$ cat config.mk
export PLATFORM = sky130hd
export DESIGN_NAME = conso_dyn_accu_multi_flat
export DESIGN_NICKNAME = d
export VERILOG_FILES = /design/src/rtl/conso_dyn_accu_multi_if.sv /design/src/rtl/conso_dyn_accu_multi.sv /design/src/flat_wrapper.sv
export SDC_FILE = /design/constraint.sdc
export NUM_CORES = 1
export LEC_CHECK = 0
export ABC_CLOCK_PERIOD_IN_PS = 6610
export CORE_MARGIN = 2
export CORE_UTILIZATION = 36
export CTS_CLUSTER_DIAMETER = 120
export CTS_CLUSTER_SIZE = 28
export DETAILED_ROUTE_END_ITERATION = 8
export GPL_TIMING_DRIVEN = 0
export PLACE_DENSITY = 0.61
export RECOVER_POWER = 100
export REMOVE_ABC_BUFFERS = 1
export SLEW_MARGIN = 20
export SYNTH_ARGS = -nofsm -noshare
export SYNTH_HDL_FRONTEND = slang
export SYNTH_SLANG_ARGS = --single-unit
$ cat constraint.sdc
create_clock -name clk -period 6.61 [get_ports clk]
set_input_delay 1.322 -clock clk [delete_from_list [all_inputs] [get_ports clk]]
set_output_delay 1.322 -clock clk [all_outputs]
set_load 0.1 [all_outputs]
$ cat src/rtl/conso_dyn_accu_multi_if.sv
// Bus bundle for conso_dyn_accu_multi: monitored nets, window control,
// result read-back and the valid/ack handshake.
interface conso_dyn_accu_multi_if #(
    parameter int unsigned N_CH  = 4,
    parameter int unsigned CAP_W = 8,
    parameter int unsigned CNT_W = 16,
    parameter int unsigned ACC_W = 40
);
    localparam int unsigned SEL_W = (N_CH > 1) ? $clog2(N_CH) : 1;

    logic [N_CH-1:0]       sig;
    logic [N_CH*CAP_W-1:0] cap_code;
    logic                  start;
    logic                  fin_test;
    logic                  rd_ack;
    logic [SEL_W-1:0]      ch_sel;
    logic [ACC_W-1:0]      internal_energy;
    logic [CNT_W-1:0]      ch_toggles;
    logic                  ovf;
    logic                  busy;
    logic                  valid;

    // Bench / consumer side
    modport master (
        output sig,
        output cap_code,
        output start,
        output fin_test,
        output rd_ack,
        output ch_sel,
        input  internal_energy,
        input  ch_toggles,
        input  ovf,
        input  busy,
        input  valid
    );

    // Monitor side
    modport slave (
        input  sig,
        input  cap_code,
        input  start,
        input  fin_test,
        input  rd_ack,
        input  ch_sel,
        output internal_energy,
        output ch_toggles,
        output ovf,
        output busy,
        output valid
    );
endinterface

$ cat src/rtl/conso_dyn_accu_multi.sv
// Multi-net dynamic consumption monitor. Each edge on a watched net costs
// cap*K (K = V^2/2, or V^2 for rising-only mode); costs are summed into a
// saturating energy accumulator over a start/fin_test window, with per-net
// saturating toggle counters. Results are held until rd_ack / next start.
module conso_dyn_accu_multi #(
    parameter int unsigned N_CH      = 4,
    parameter int unsigned CAP_W     = 8,
    parameter int unsigned VSQ_HALF  = 720,
    parameter int unsigned EDGE_MODE = 0,
    parameter int unsigned CNT_W     = 16,
    parameter int unsigned ACC_W     = 40
) (
    input logic                   clk,
    input logic                   nrst,
    conso_dyn_accu_multi_if.slave bus
);
    localparam int unsigned SEL_W  = (N_CH > 1) ? $clog2(N_CH) : 1;
    localparam int unsigned TERM_W = CAP_W + 17;
    localparam int unsigned SUM_W  = TERM_W + $clog2(N_CH);
    localparam int unsigned WIDE_W = ((ACC_W > SUM_W) ? ACC_W : SUM_W) + 1;

    // Rising-only mode charges the full C*V^2 per rising edge.
    localparam logic [16:0] K_VAL = (EDGE_MODE != 0) ? 17'(2 * VSQ_HALF) : 17'(VSQ_HALF);

    localparam logic [CNT_W-1:0]  CNT_MAX = {CNT_W{1'b1}};
    localparam logic [ACC_W-1:0]  ACC_MAX = {ACC_W{1'b1}};
    localparam logic [WIDE_W-1:0] ACC_MAX_WIDE = {{(WIDE_W - ACC_W){1'b0}}, {ACC_W{1'b1}}};

    typedef enum logic [1:0] {
        StIdle,
        StRun,
        StFlush,
        StDone
    } state_e;

    state_e state_q, state_d;
    logic   flush_q, flush_d;

    logic [N_CH-1:0]              hist_q;
    logic [N_CH-1:0][CAP_W-1:0]   cap_q;
    logic [N_CH-1:0][CAP_W-1:0]   cap_in;
    logic [N_CH-1:0][TERM_W-1:0]  term_q, term_d;
    logic [N_CH-1:0][CNT_W-1:0]   cnt_q, cnt_d;
    logic [ACC_W-1:0]             acc_q, acc_d;
    logic                         ovf_q;

    logic [N_CH-1:0] hit;
    logic            sample;
    logic            cnt_ovf;
    logic            acc_ovf;
    logic [SUM_W-1:0]  term_sum;
    logic [WIDE_W-1:0] acc_wide;

    // FSM state register
    always_ff @(posedge clk or negedge nrst) begin
        if (!nrst) begin
            state_q <= StIdle;
            flush_q <= 1'b0;
        end else begin
            state_q <= state_d;
            flush_q <= flush_d;
        end
    end

    // FSM next state: start always wins and restarts the window
    always_comb begin
        state_d = state_q;
        flush_d = 1'b0;
        if (bus.start) begin
            state_d = StRun;
        end else begin
            unique case (state_q)
                StIdle: state_d = StIdle;
                StRun: begin
                    if (bus.fin_test) begin
                        state_d = StFlush;
                    end
                end
                StFlush: begin
                    // Two flush cycles drain the term stage and the accumulator add.
                    if (flush_q) begin
                        state_d = StDone;
                    end else begin
                        flush_d = 1'b1;
                    end
                end
                StDone: begin
                    if (bus.rd_ack) begin
                        state_d = StIdle;
                    end
                end
                default: state_d = StIdle;
            endcase
        end
    end

    // Edge detection; a start cycle in RUN discards its edges since history is reloaded
    always_comb begin
        sample = (state_q == StRun) && !bus.start;
        hit    = '0;
        cap_in = '0;
        for (int unsigned i = 0; i < N_CH; i++) begin
            cap_in[i] = bus.cap_code[i*CAP_W +: CAP_W];
            if (EDGE_MODE != 0) begin
                hit[i] = sample & bus.sig[i] & ~hist_q[i];
            end else begin
                hit[i] = sample & (bus.sig[i] ^ hist_q[i]);
            end
        end
    end

    // Stage 1 next values: per-channel energy terms and saturating toggle counters
    always_comb begin
        term_d  = '0;
        cnt_d   = cnt_q;
        cnt_ovf = 1'b0;
        for (int unsigned i = 0; i < N_CH; i++) begin
            if (hit[i]) begin
                term_d[i] = TERM_W'(cap_q[i]) * TERM_W'(K_VAL);
                if (cnt_q[i] == CNT_MAX) begin
                    cnt_ovf = 1'b1;
                end else begin
                    cnt_d[i] = cnt_q[i] + 1'b1;
                end
            end
        end
    end

    // Stage 2 next value: sum of terms added to the saturating accumulator
    always_comb begin
        term_sum = '0;
        for (int unsigned i = 0; i < N_CH; i++) begin
            term_sum = term_sum + SUM_W'(term_q[i]);
        end
        acc_wide = WIDE_W'(acc_q) + WIDE_W'(term_sum);
        acc_ovf  = 1'b0;
        if (acc_wide > ACC_MAX_WIDE) begin
            acc_d   = ACC_MAX;
            acc_ovf = 1'b1;
        end else begin
            acc_d = acc_wide[ACC_W-1:0];
        end
    end

    // Edge history follows sig every cycle, so a start loads the current level
    always_ff @(posedge clk or negedge nrst) begin
        if (!nrst) begin
            hist_q <= '0;
        end else begin
            hist_q <= bus.sig;
        end
    end

    // Capacitance codes are frozen for the whole window at start
    always_ff @(posedge clk or negedge nrst) begin
        if (!nrst) begin
            cap_q <= '0;
        end else if (bus.start) begin
            cap_q <= cap_in;
        end
    end

    // Pipeline, counters and accumulator; start flushes anything in flight
    always_ff @(posedge clk or negedge nrst) begin
        if (!nrst) begin
            term_q <= '0;
            cnt_q  <= '0;
            acc_q  <= '0;
            ovf_q  <= 1'b0;
        end else if (bus.start) begin
            term_q <= '0;
            cnt_q  <= '0;
            acc_q  <= '0;
            ovf_q  <= 1'b0;
        end else begin
            term_q <= term_d;
            cnt_q  <= cnt_d;
            acc_q  <= acc_d;
            ovf_q  <= ovf_q | cnt_ovf | acc_ovf;
        end
    end

    // Toggle count read-back; out-of-range selects read zero
    always_comb begin
        bus.ch_toggles = '0;
        for (int unsigned i = 0; i < N_CH; i++) begin
            if (bus.ch_sel == SEL_W'(i)) begin
                bus.ch_toggles = cnt_q[i];
            end
        end
    end

    assign bus.internal_energy = acc_q;
    assign bus.ovf             = ovf_q;
    assign bus.busy            = (state_q == StRun) || (state_q == StFlush);
    assign bus.valid           = (state_q == StDone);

endmodule
$ cat src/flat_wrapper.sv
// flat-port wrapper written by rule: the top's interface ports become plain ports
module conso_dyn_accu_multi_flat 
#(
    parameter int unsigned N_CH      = 4,
    parameter int unsigned CAP_W     = 8,
    parameter int unsigned VSQ_HALF  = 720,
    parameter int unsigned EDGE_MODE = 0,
    parameter int unsigned CNT_W     = 16,
    parameter int unsigned ACC_W     = 40
)
  (clk, nrst, bus_sig, bus_cap_code, bus_start, bus_fin_test, bus_rd_ack, bus_ch_sel, bus_internal_energy, bus_ch_toggles, bus_ovf, bus_busy, bus_valid);
  conso_dyn_accu_multi_if #(.N_CH(N_CH), .CAP_W(CAP_W), .CNT_W(CNT_W), .ACC_W(ACC_W)) bus_i ();
  input logic clk;
  input logic nrst;
  input wire logic [$bits(bus_i.sig)-1:0] bus_sig;
  input wire logic [$bits(bus_i.cap_code)-1:0] bus_cap_code;
  input wire logic [$bits(bus_i.start)-1:0] bus_start;
  input wire logic [$bits(bus_i.fin_test)-1:0] bus_fin_test;
  input wire logic [$bits(bus_i.rd_ack)-1:0] bus_rd_ack;
  input wire logic [$bits(bus_i.ch_sel)-1:0] bus_ch_sel;
  output wire logic [$bits(bus_i.internal_energy)-1:0] bus_internal_energy;
  output wire logic [$bits(bus_i.ch_toggles)-1:0] bus_ch_toggles;
  output wire logic [$bits(bus_i.ovf)-1:0] bus_ovf;
  output wire logic [$bits(bus_i.busy)-1:0] bus_busy;
  output wire logic [$bits(bus_i.valid)-1:0] bus_valid;
  assign bus_i.sig = bus_sig;
  assign bus_i.cap_code = bus_cap_code;
  assign bus_i.start = bus_start;
  assign bus_i.fin_test = bus_fin_test;
  assign bus_i.rd_ack = bus_rd_ack;
  assign bus_i.ch_sel = bus_ch_sel;
  assign bus_internal_energy = bus_i.internal_energy;
  assign bus_ch_toggles = bus_i.ch_toggles;
  assign bus_ovf = bus_i.ovf;
  assign bus_busy = bus_i.busy;
  assign bus_valid = bus_i.valid;
  conso_dyn_accu_multi #(.N_CH(N_CH), .CAP_W(CAP_W), .VSQ_HALF(VSQ_HALF), .EDGE_MODE(EDGE_MODE), .CNT_W(CNT_W), .ACC_W(ACC_W)) u_core (.clk(clk), .nrst(nrst), .bus(bus_i));
endmodule
==> insert_results.sql, run 1 <==
INSERT INTO impl_metrics (metric_group, metric, value, unit) VALUES
('clock_tree', 'clock_latency', '460', 'ps'),
('clock_tree', 'ctsRootBufferMaster', 'sky130_fd_sc_hd__clkbuf_16', ''),
('min_path', 'whs_path_depth', '2', ''),
('critical_path', 'endpoint_kind', 'flop', ''),
('cells_and_area', 'syn2layout_area_growth', '16.1', '%'),
('clock_tree', 'tritoncts.num_buffers', '17', ''),
('global_routing', 'all_layer_global_routing_usage', '16.4', '%'),
('place', 'io_buffers', '101', ''),
('floorplan', 'boundaryPins', '102', ''),
('clock_tree', 'cts_tree', 'built', ''),
('critical_path', 'critPathKind', 'reg -> reg', ''),
('power', 'max-vdd-ir-drop', '0.250', 'mV'),
('logic_synthesis', 'ys_seq_area_share', '34.8', '%'),
('cells_and_area', 'final_nets', '1796', ''),
('clock_tree', 'clock_tree.buffer_depth', '2', ''),
('power', 'sequentialPowerShare', '27.8', '%'),
('critical_path', 'reg2regPathDepth', '22', ''),
('power', 'comb_pwr_share', '50.2', '%'),
('job', 'timing.max_cap.violations', '4', ''),
('timing', 'fin_worst_hold_slack', '543', 'ps'),
('place', 'placement_stage_cell_area', '15800', 'µm²'),
('cells_and_area', 'postLayoutCellArea', '16500', 'µm²'),
('floorplan', 'core.rowCount', '72', ''),
('floorplan', 'initial_utilization', '36.6', '%'),
('floorplan', 'die_h', '202', 'µm'),
('power', 'cellLeakagePower', '0.00816', 'µW'),
('clock_tree', 'sink_count', '197', ''),
('cells_and_area', 'final_layout_size_suffix_gt1_share', '7.39', '%'),
('critical_path', 'crit_fanout', '13', ''),
('timing', 'fin_skew', '16.1', 'ps'),
('power', 'p_per_area', '309', 'nW/µm²'),
('place', 'dp_hpwl', '24200', 'µm'),
('floorplan', 'die-width', '202', 'µm'),
('global_routing', 'antenna_found_initial', '0', ''),
('power', 'power.net_switching', '2230', 'µW'),
('drt', 'ant_nets', '0', ''),
('timing', 'layout_setup_ws', '423', 'ps'),
('logic_synthesis', 'postSynthAreaPerCell', '9.79', 'µm²'),
('clock_tree', 'clock_tree.htree_level_count', '4', ''),
('critical_path', 'crit-reg2reg-launch', 'u_core.term_q[5]', ''),
('timing', 'min_period_over_period', '93.6', '%'),
('critical_path', 'worst-endpoint-required', '6930', 'ps'),
('logic_synthesis', 'netlist_area', '14200', 'µm²'),
('drt', 'routed_wl_per_cell', '15.3', 'µm'),
('critical_path', 'beginning_of_the_critical_path', 'u_core.term_q[5]', ''),
('outcome', 'run_status', 'complete, but fails checks', ''),
('logic_synthesis', 'synth-seq-cells', '197', ''),
('power', 'power.share.clock', '22.0', '%'),
('drt', 'wl', '31800', 'µm'),
('global_routing', 'overflow_left_after_global_routing', '0', ''),
('cells_and_area', 'layout.core_utilization', '42.5', '%'),
('logic_synthesis', 'yosysWarningCount', '0', ''),
('logic_synthesis', 'yosysUniqueCellTypes', '71', ''),
('min_path', 'worstHoldPathType', 'reg -> reg', ''),
('timing', 'timing.slew.headroom', '-84.5', '%'),
('drt', 'viasPerCell', '5.01', ''),
('timing', 'tightest_slew', '2770', 'ps'),
('global_routing', 'largest_net_degree_at_the_start_of_global_routing', '88', ''),
('floorplan', 'die_area', '41000', 'µm²'),
('logic_synthesis', 'top_reg_cell_synth', 'sky130_fd_sc_hd__dfrtp_1', ''),
('critical_path', 'setup.worst_path.start_class', 'flop', ''),
('min_path', 'hold_path.startpoint', 'u_core.flush_q', ''),
('timing', 'min_period', '6190', 'ps'),
('place', 'post-place-ws', '-2.59', 'ps'),
('timing', 'hold_viol', '0', ''),
('timing', 'setup_violations', '0', ''),
('cells_and_area', 'filler_cell_count', '3741', ''),
('logic_synthesis', 'synthesis.instances', '1448', ''),
('global_routing', 'via_count_of_the_first_global_routing_pass', '10900', ''),
('outcome', 'violations', 'max-capacitance violations, max-slew violations', ''),
('critical_path', 'worstPathArrival', '6500', 'ps'),
('timing', 'maxSlewViolCount', '235', ''),
('floorplan', 'placeableCoreArea', '38700', 'µm²'),
('timing', 'timing.fmax', '162', 'MHz'),
('clock_tree', 'clkTransAtPathRegs', '90', 'ps'),
('drt', 'residual_drc_count', '0', ''),
('logic_synthesis', 'synth_edf_count', '0', ''),
('logic_synthesis', 'async_flop_share', '100', '%'),
('drt', 'num_vias', '10400', ''),
('power', 'power_switching_share', '43.7', '%'),
('place', 'gp_congestion', '0.835', ''),
('power', 'p_int', '2870', 'µW'),
('drt', 'firstDrtPassIters', '5', ''),
('global_routing', 'grt_pass1_wl', '54200', 'µm'),
('drt', 'drt_iter0_drc', '477', '');
[layer usage]
metal	up-vias	track usage (%)	part of all wire, %
met3	32	2.83	3.4
li1	5139	-	-
met5	-	0	0
met2	181	27.5	47
met1	5052	21.8	48
met4	0	4.67	1.5
[flip-flops by register name, summed over array words and instances (netlist names)]
register	cells
u_core.flush_q	1
u_core.term_q	56
u_core.bus.internal_energy	37
u_core.hist_q	4
u_core.bus.ovf	1
u_core.cap_q	32
u_core.cnt_q	64
u_core.state_q	2
[cells in the final DEF, fill, tap and decap left out, types with 31 or more instances in the layout]
master,instances
sky130_fd_sc_hd__o21ai_0,47
sky130_fd_sc_hd__inv_1,212
sky130_fd_sc_hd__nand2_1,74
sky130_fd_sc_hd__xnor2_1,39
sky130_fd_sc_hd__nor2_1,111
sky130_fd_sc_hd__ha_1,152
sky130_fd_sc_hd__and3_1,38
sky130_fd_sc_hd__a21oi_1,88
sky130_fd_sc_hd__dfrtp_1,197
sky130_fd_sc_hd__xor2_1,72
sky130_fd_sc_hd__nand3_1,31
sky130_fd_sc_hd__dlygate4sd3_1,68
sky130_fd_sc_hd__fa_1,57
[final timing paths]
kind                       slack, ps                              to
max                              420  u_core.bus.internal_energy[13]
min                              540                  u_core.flush_q
max reg2reg                      420  u_core.bus.internal_energy[13]
min reg2reg                      540                  u_core.flush_q
max in group asynchronous       1770                u_core.cap_q[10]
min in group asynchronous       1740                u_core.cap_q[29]
[repair_timing]
| action | CTS | global route |
|---|---|---|
| gates resized for setup | 1 | 13 |
| cloned | 1 | 0 |
| hold buffers | 0 | 0 |
| endpoints found under the hold margin | 0 | 0 |
| endpoints found under the setup margin | 4 | 38 |
| pin swaps | 1 | 3 |
| buffers inserted | 0 | 5 |
[Yosys cell counts, drive strengths merged, types with 3 or more instances]
library cell  count  area, µm²
inv             212        796
dfrtp           197       4930
ha              153       1910
nor2            112        423
a21oi            90        450
nand2            74        278
xor2             72        631
fa               57       1140
o21ai            49        245
and3             39        245
xnor2            39        342
nand3            31        155
mux2             24        270
clkbuf           23       86.3
nor3             22        110
a21o             20        150
a31oi            18        119
nand4            18        128
or3              18        113
mux4             16        360
o21bai           15        113
and2             13       81.3
and4             11       96.3
buf              10       65.1
o21a             10       75.1
a41oi             9       86.3
or2               9       56.3
a211oi            7       52.6
mux2i             7       70.1
nor2b             7       43.8
nand2b            6       37.5
a2111oi           5       45.0
nor3b             5       37.5
o211ai            5       42.5
nand3b            4       30.0
o31ai             4       35.0
a311oi            3       26.3
a31o              3       26.3
nand4b            3       26.3
nor4              3       18.8
or4b              3       30.0
[worst max-delay path: stages (launching register included)]
cell and delay [ps]:
sky130_fd_sc_hd__dfrtp_1 430, sky130_fd_sc_hd__ha_1 310, sky130_fd_sc_hd__a21o_1 180, sky130_fd_sc_hd__a21o_1 220
sky130_fd_sc_hd__a2111oi_2 440, sky130_fd_sc_hd__nor3_1 140, sky130_fd_sc_hd__nor3_1 230, sky130_fd_sc_hd__xor2_1 230
sky130_fd_sc_hd__fa_1 440, sky130_fd_sc_hd__inv_1 70, sky130_fd_sc_hd__ha_1 260, sky130_fd_sc_hd__and2_1 200
sky130_fd_sc_hd__a211oi_1 310, sky130_fd_sc_hd__a31oi_1 210, sky130_fd_sc_hd__or4b_2 640, sky130_fd_sc_hd__nand4b_1 130
sky130_fd_sc_hd__ha_2 320, sky130_fd_sc_hd__nand4_1 160, sky130_fd_sc_hd__nor2_1 80, sky130_fd_sc_hd__a211o_2 400
sky130_fd_sc_hd__o211ai_4 180, sky130_fd_sc_hd__buf_2 360, sky130_fd_sc_hd__a21oi_1 110
[power groups by stage]
stage	clock network, µW	registers (µW)	logic [µW]
2_1_floorplan	0	1640	1800
3_3_place_gp	0	1450	2540
3_5_place_dp	0	1440	2580
4_1_cts	1160	1420	2600
5_1_grt	1200	1430	2930
6_report	1120	1420	2560
[stage by stage]
step / TNS [ps] / instances / total power [µW]
after global placement: -1325100 / 2033 / 3980
after detailed placement: -2.59 / 2036 / 4020
after floorplan: 0 / 1414 / 3440
after CTS: 0 / 2069 / 5180
final: 0 / 2075 / 5090
after global routing: -1.88 / 2074 / 5560
[cell type report]
cell class / instances / area, µm² / area share [%]
multi-input combinational: 1006 / 8360 / 50.8
timing repair buffer: 109 / 1090 / 6.62
inverter: 212 / 796 / 4.83
tap: 518 / 648 / 3.94
antenna: 1 / 2.50 / 0.0152
clock inverter: 15 / 211 / 1.28
clock buffer: 17 / 425 / 2.58
sequential: 197 / 4930 / 29.9
[cell families after synthesis]
family	after synthesis	share of synthesized area, %
compound gates	253	11.3
xor+xnor	111	6.86
fa+ha+maj	210	21.5
buf+inv	246	6.74
flops	197	34.8
mux	47	4.94
simple gates	384	13.9
Power figures use the tool's default switching activity.
==> inputs of run 2 (changes only) <==
--- a/config.mk
+++ b/config.mk
@@ -6,13 +6,14 @@
 export NUM_CORES = 1
 export LEC_CHECK = 0
 export ABC_CLOCK_PERIOD_IN_PS = 6610
-export CORE_MARGIN = 2
-export CORE_UTILIZATION = 36
+export CORE_MARGIN = 10
+export CORE_UTILIZATION = 50
 export CTS_CLUSTER_DIAMETER = 120
 export CTS_CLUSTER_SIZE = 28
 export DETAILED_ROUTE_END_ITERATION = 8
 export GPL_TIMING_DRIVEN = 0
-export PLACE_DENSITY = 0.61
+export MAX_ROUTING_LAYER = met4
+export PLACE_DENSITY = 0.78
 export RECOVER_POWER = 100
 export REMOVE_ABC_BUFFERS = 1
 export SLEW_MARGIN = 20
==> insert_results.sql, run 2 (synthesis results as in run 1) <==
INSERT INTO impl_metrics (metric_group, metric, value, unit) VALUES
('outcome', 'run_status', 'complete, but fails checks', ''),
('outcome', 'violations', 'max-capacitance violations, max-slew violations', ''),
('cells_and_area', 'final_layout_size_suffix_gt1_share', '6.83', '%'),
('critical_path', 'crit_fanout', '6', ''),
('critical_path', 'timing.critical_path.slowest_stage_cell', 'sky130_fd_sc_hd__or4b_2', ''),
('cells_and_area', 'layout_commonest_cell', 'sky130_fd_sc_hd__inv_1', ''),
('timing', 'timing.slew.headroom', '-76.5', '%'),
('drt', 'ant_nets', '0', ''),
('clock_tree', 'clock_latency', '450', 'ps'),
('drt', 'residual_drc_count', '0', ''),
('critical_path', 'crit_path_frequent_cell', 'sky130_fd_sc_hd__ha_1', ''),
('clock_tree', 'cts_hold_buffers', '0', ''),
('drt', 'firstDrtPassIters', '5', ''),
('critical_path', 'timing.critical_path.cells', 'ha_1 -> a21o_1 -> a21o_1 -> a2111oi_2 -> nor3_1 -> nor3_1 -> xor2_1 -> fa_1 -> inv_1 -> ha_1 -> and2_1 -> a211oi_2 -> a31oi_1 -> or4b_2 -> nand4b_1 -> ha_1 -> nand4_1 -> nor2_1 -> a211o_1 -> o211ai_4 -> clkbuf_1 -> a41oi_1', ''),
('global_routing', 'largest_net_degree_at_the_start_of_global_routing', '91', ''),
('clock_tree', 'clock_tree.htree_level_count', '4', ''),
('floorplan', 'core.rowCount', '61', ''),
('critical_path', 'setup.worst_path.start_class', 'flop', ''),
('clock_tree', 'sink_count', '197', ''),
('cells_and_area', 'layout.core_utilization', '58.1', '%'),
('floorplan', 'die_area', '35500', 'µm²'),
('drt', 'drt_iter0_drc', '733', ''),
('clock_tree', 'cts_tree', 'built', ''),
('global_routing', 'via_count_of_the_first_global_routing_pass', '10800', ''),
('clock_tree', 'ctsRootBufferMaster', 'sky130_fd_sc_hd__clkbuf_16', ''),
('timing', 'min_period_over_period', '94.3', '%'),
('timing', 'fin_tns_setup', '0', 'ps'),
('floorplan', 'die-width', '188', 'µm'),
('floorplan', 'die_h', '188', 'µm'),
('critical_path', 'worstPathArrival', '6530', 'ps'),
('global_routing', 'all_layer_global_routing_usage', '18.4', '%'),
('clock_tree', 'tritoncts.num_buffers', '17', ''),
('drt', 'num_vias', '10600', ''),
('drt', 'viasPerCell', '5.49', ''),
('place', 'io_buffers', '101', ''),
('timing', 'hold_viol', '0', ''),
('cells_and_area', 'final_cell_mix', 'sky130_fd_sc_hd__inv_1 (212), sky130_fd_sc_hd__dfrtp_1 (197), sky130_fd_sc_hd__ha_1 (153), sky130_fd_sc_hd__nor2_1 (111), sky130_fd_sc_hd__a21oi_1 (88)', ''),
('power', 'cellLeakagePower', '0.00812', 'µW'),
('power', 'max-vdd-ir-drop', '0.262', 'mV'),
('cells_and_area', 'largest_reg_flops', '64', ''),
('timing', 'min_period', '6230', 'ps'),
('floorplan', 'boundaryPins', '102', ''),
('drt', 'routed_wl_per_cell', '16.0', 'µm'),
('critical_path', 'endpoint_kind', 'flop', ''),
('place', 'dp_hpwl', '23800', 'µm'),
('timing', 'setup_violations', '0', ''),
('floorplan', 'placeableCoreArea', '27900', 'µm²'),
('timing', 'maxSlewViolCount', '202', ''),
('critical_path', 'crit_buf_inv', '2', ''),
('clock_tree', 'clkTransAtPathRegs', '70', 'ps'),
('place', 'gp_congestion', '0.882', ''),
('min_path', 'worstHoldPathType', 'reg -> reg', ''),
('cells_and_area', 'regMostFlops', 'u_core.cnt_q', ''),
('critical_path', 'worst-endpoint-required', '6910', 'ps'),
('critical_path', 'timing.critical_path.slowest_cell_delay', '640', 'ps'),
('critical_path', 'cpLargestDelayFamily', 'compound AO/OA/AOI/OAI gates', ''),
('global_routing', 'antenna_found_initial', '1', ''),
('power', 'overall_power_of_the_completed_layout', '5040', 'µW'),
('timing', 'fin_skew', '12.3', 'ps'),
('timing', 'tightest_slew', '2650', 'ps'),
('clock_tree', 'clock_tree.buffer_depth', '2', ''),
('drt', 'wl', '31000', 'µm'),
('cells_and_area', 'final_nets', '1794', ''),
('timing', 'timing.fmax', '160', 'MHz'),
('floorplan', 'initial_utilization', '50.9', '%'),
('timing', 'rsz0062_at_grt', 'false', ''),
('global_routing', 'overflow_left_after_global_routing', '0', ''),
('critical_path', 'critPathKind', 'reg -> reg', ''),
('global_routing', 'grt_pass1_wl', '52900', 'µm'),
('cells_and_area', 'syn2layout_area_growth', '14.1', '%'),
('job', 'timing.max_cap.violations', '3', ''),
('power', 'p_per_area', '312', 'nW/µm²');
-- run 2: cell count changes in the layout (fill, tap and decap cells not counted), moves of 4 or more --
cell	before	now
sky130_fd_sc_hd__clkinv_8	5	0
sky130_fd_sc_hd__inv_12	4	0
sky130_fd_sc_hd__clkbuf_1	1	5
sky130_fd_sc_hd__dlygate4sd3_1	68	64
sky130_fd_sc_hd__clkdlybuf4s50_1	30	34
-- run 2: per-stage QoR --
stage          hold slack [ps]  std cells  setup slack (ps)  area [µm²]
4_1_cts                    546       1929              53.8       16200
2_1_floorplan              500       1414               688       14000
3_3_place_gp               519       1893             -4000       15500
6_report                   551       1932               375       16200
5_1_grt                    582       1932              67.3       16200
3_5_place_dp               530       1897             -37.8       15600
-- run 2: final timing paths --
kind | startpoint | to | slack [ps] | cells past startpoint
worst max register to register | u_core.term_q[5] | u_core.bus.internal_energy[23] | 380 | 22
max in group asynchronous | nrst | u_core.bus.internal_energy[17] | 1950 | 2
worst min register to register | u_core.bus.internal_energy[32] | u_core.bus.internal_energy[32] | 550 | 1
min in group asynchronous | nrst | u_core.cap_q[25] | 1710 | 1
worst max-delay path | u_core.term_q[5] | u_core.bus.internal_energy[23] | 380 | 22
worst min-delay path | u_core.bus.internal_energy[32] | u_core.bus.internal_energy[32] | 550 | 1
-- run 2: cell type report --
cell class	instances	area, µm²
Timing Repair Buffer	107	1050
Clock buffer	19	433
Clock inverter	12	146
Inverter	212	796
Sequential cell	197	4930
Multi-Input combinational cell	1006	8350
Fill cell	2325	11700
Tap cell	378	473
Antenna cell	1	2.50
-- run 2: timing repair --
action,CTS,global route
cloned,1,0
setup buffers,0,2
gates resized for setup,2,8
setup endpoints to repair,6,37
pin swaps,1,2
-- run 2: layer usage --
layer  vias to the layer above  routed length [µm]  global-route usage (%)  part of all wire, %
met4                         0                 552                    5.37                  1.8
li1                       5129                   -                       -                    -
met5                         -                   0                       -                    0
met2                       236               15000                    30.0                   48
met3                        47                1360                    2.81                  4.4
met1                      5188               14100                    23.4                   46
-- run 2: power breakdown --
| part | switching, µW | total [µW] | leakage, µW | internal, µW |
|---|---|---|---|---|
| Combinational | 1560 | 2570 | 0.00519 | 1010 |
| Clock | 486 | 1050 | 0.000279 | 566 |
| Sequential | 90.9 | 1420 | 0.00264 | 1330 |
| Total | 2130 | 5040 | 0.00812 | 2910 |
==> inputs of run 3 (changes only) <==
--- a/config.mk
+++ b/config.mk
@@ -9,7 +9,7 @@
 export CORE_MARGIN = 10
 export CORE_UTILIZATION = 50
 export CTS_CLUSTER_DIAMETER = 120
-export CTS_CLUSTER_SIZE = 28
+export CTS_CLUSTER_SIZE = 10
 export DETAILED_ROUTE_END_ITERATION = 8
 export GPL_TIMING_DRIVEN = 0
 export MAX_ROUTING_LAYER = met4
==> results of run 3 <==
Same layout as run 2: the final DEF is identical, and so are final timing and power.
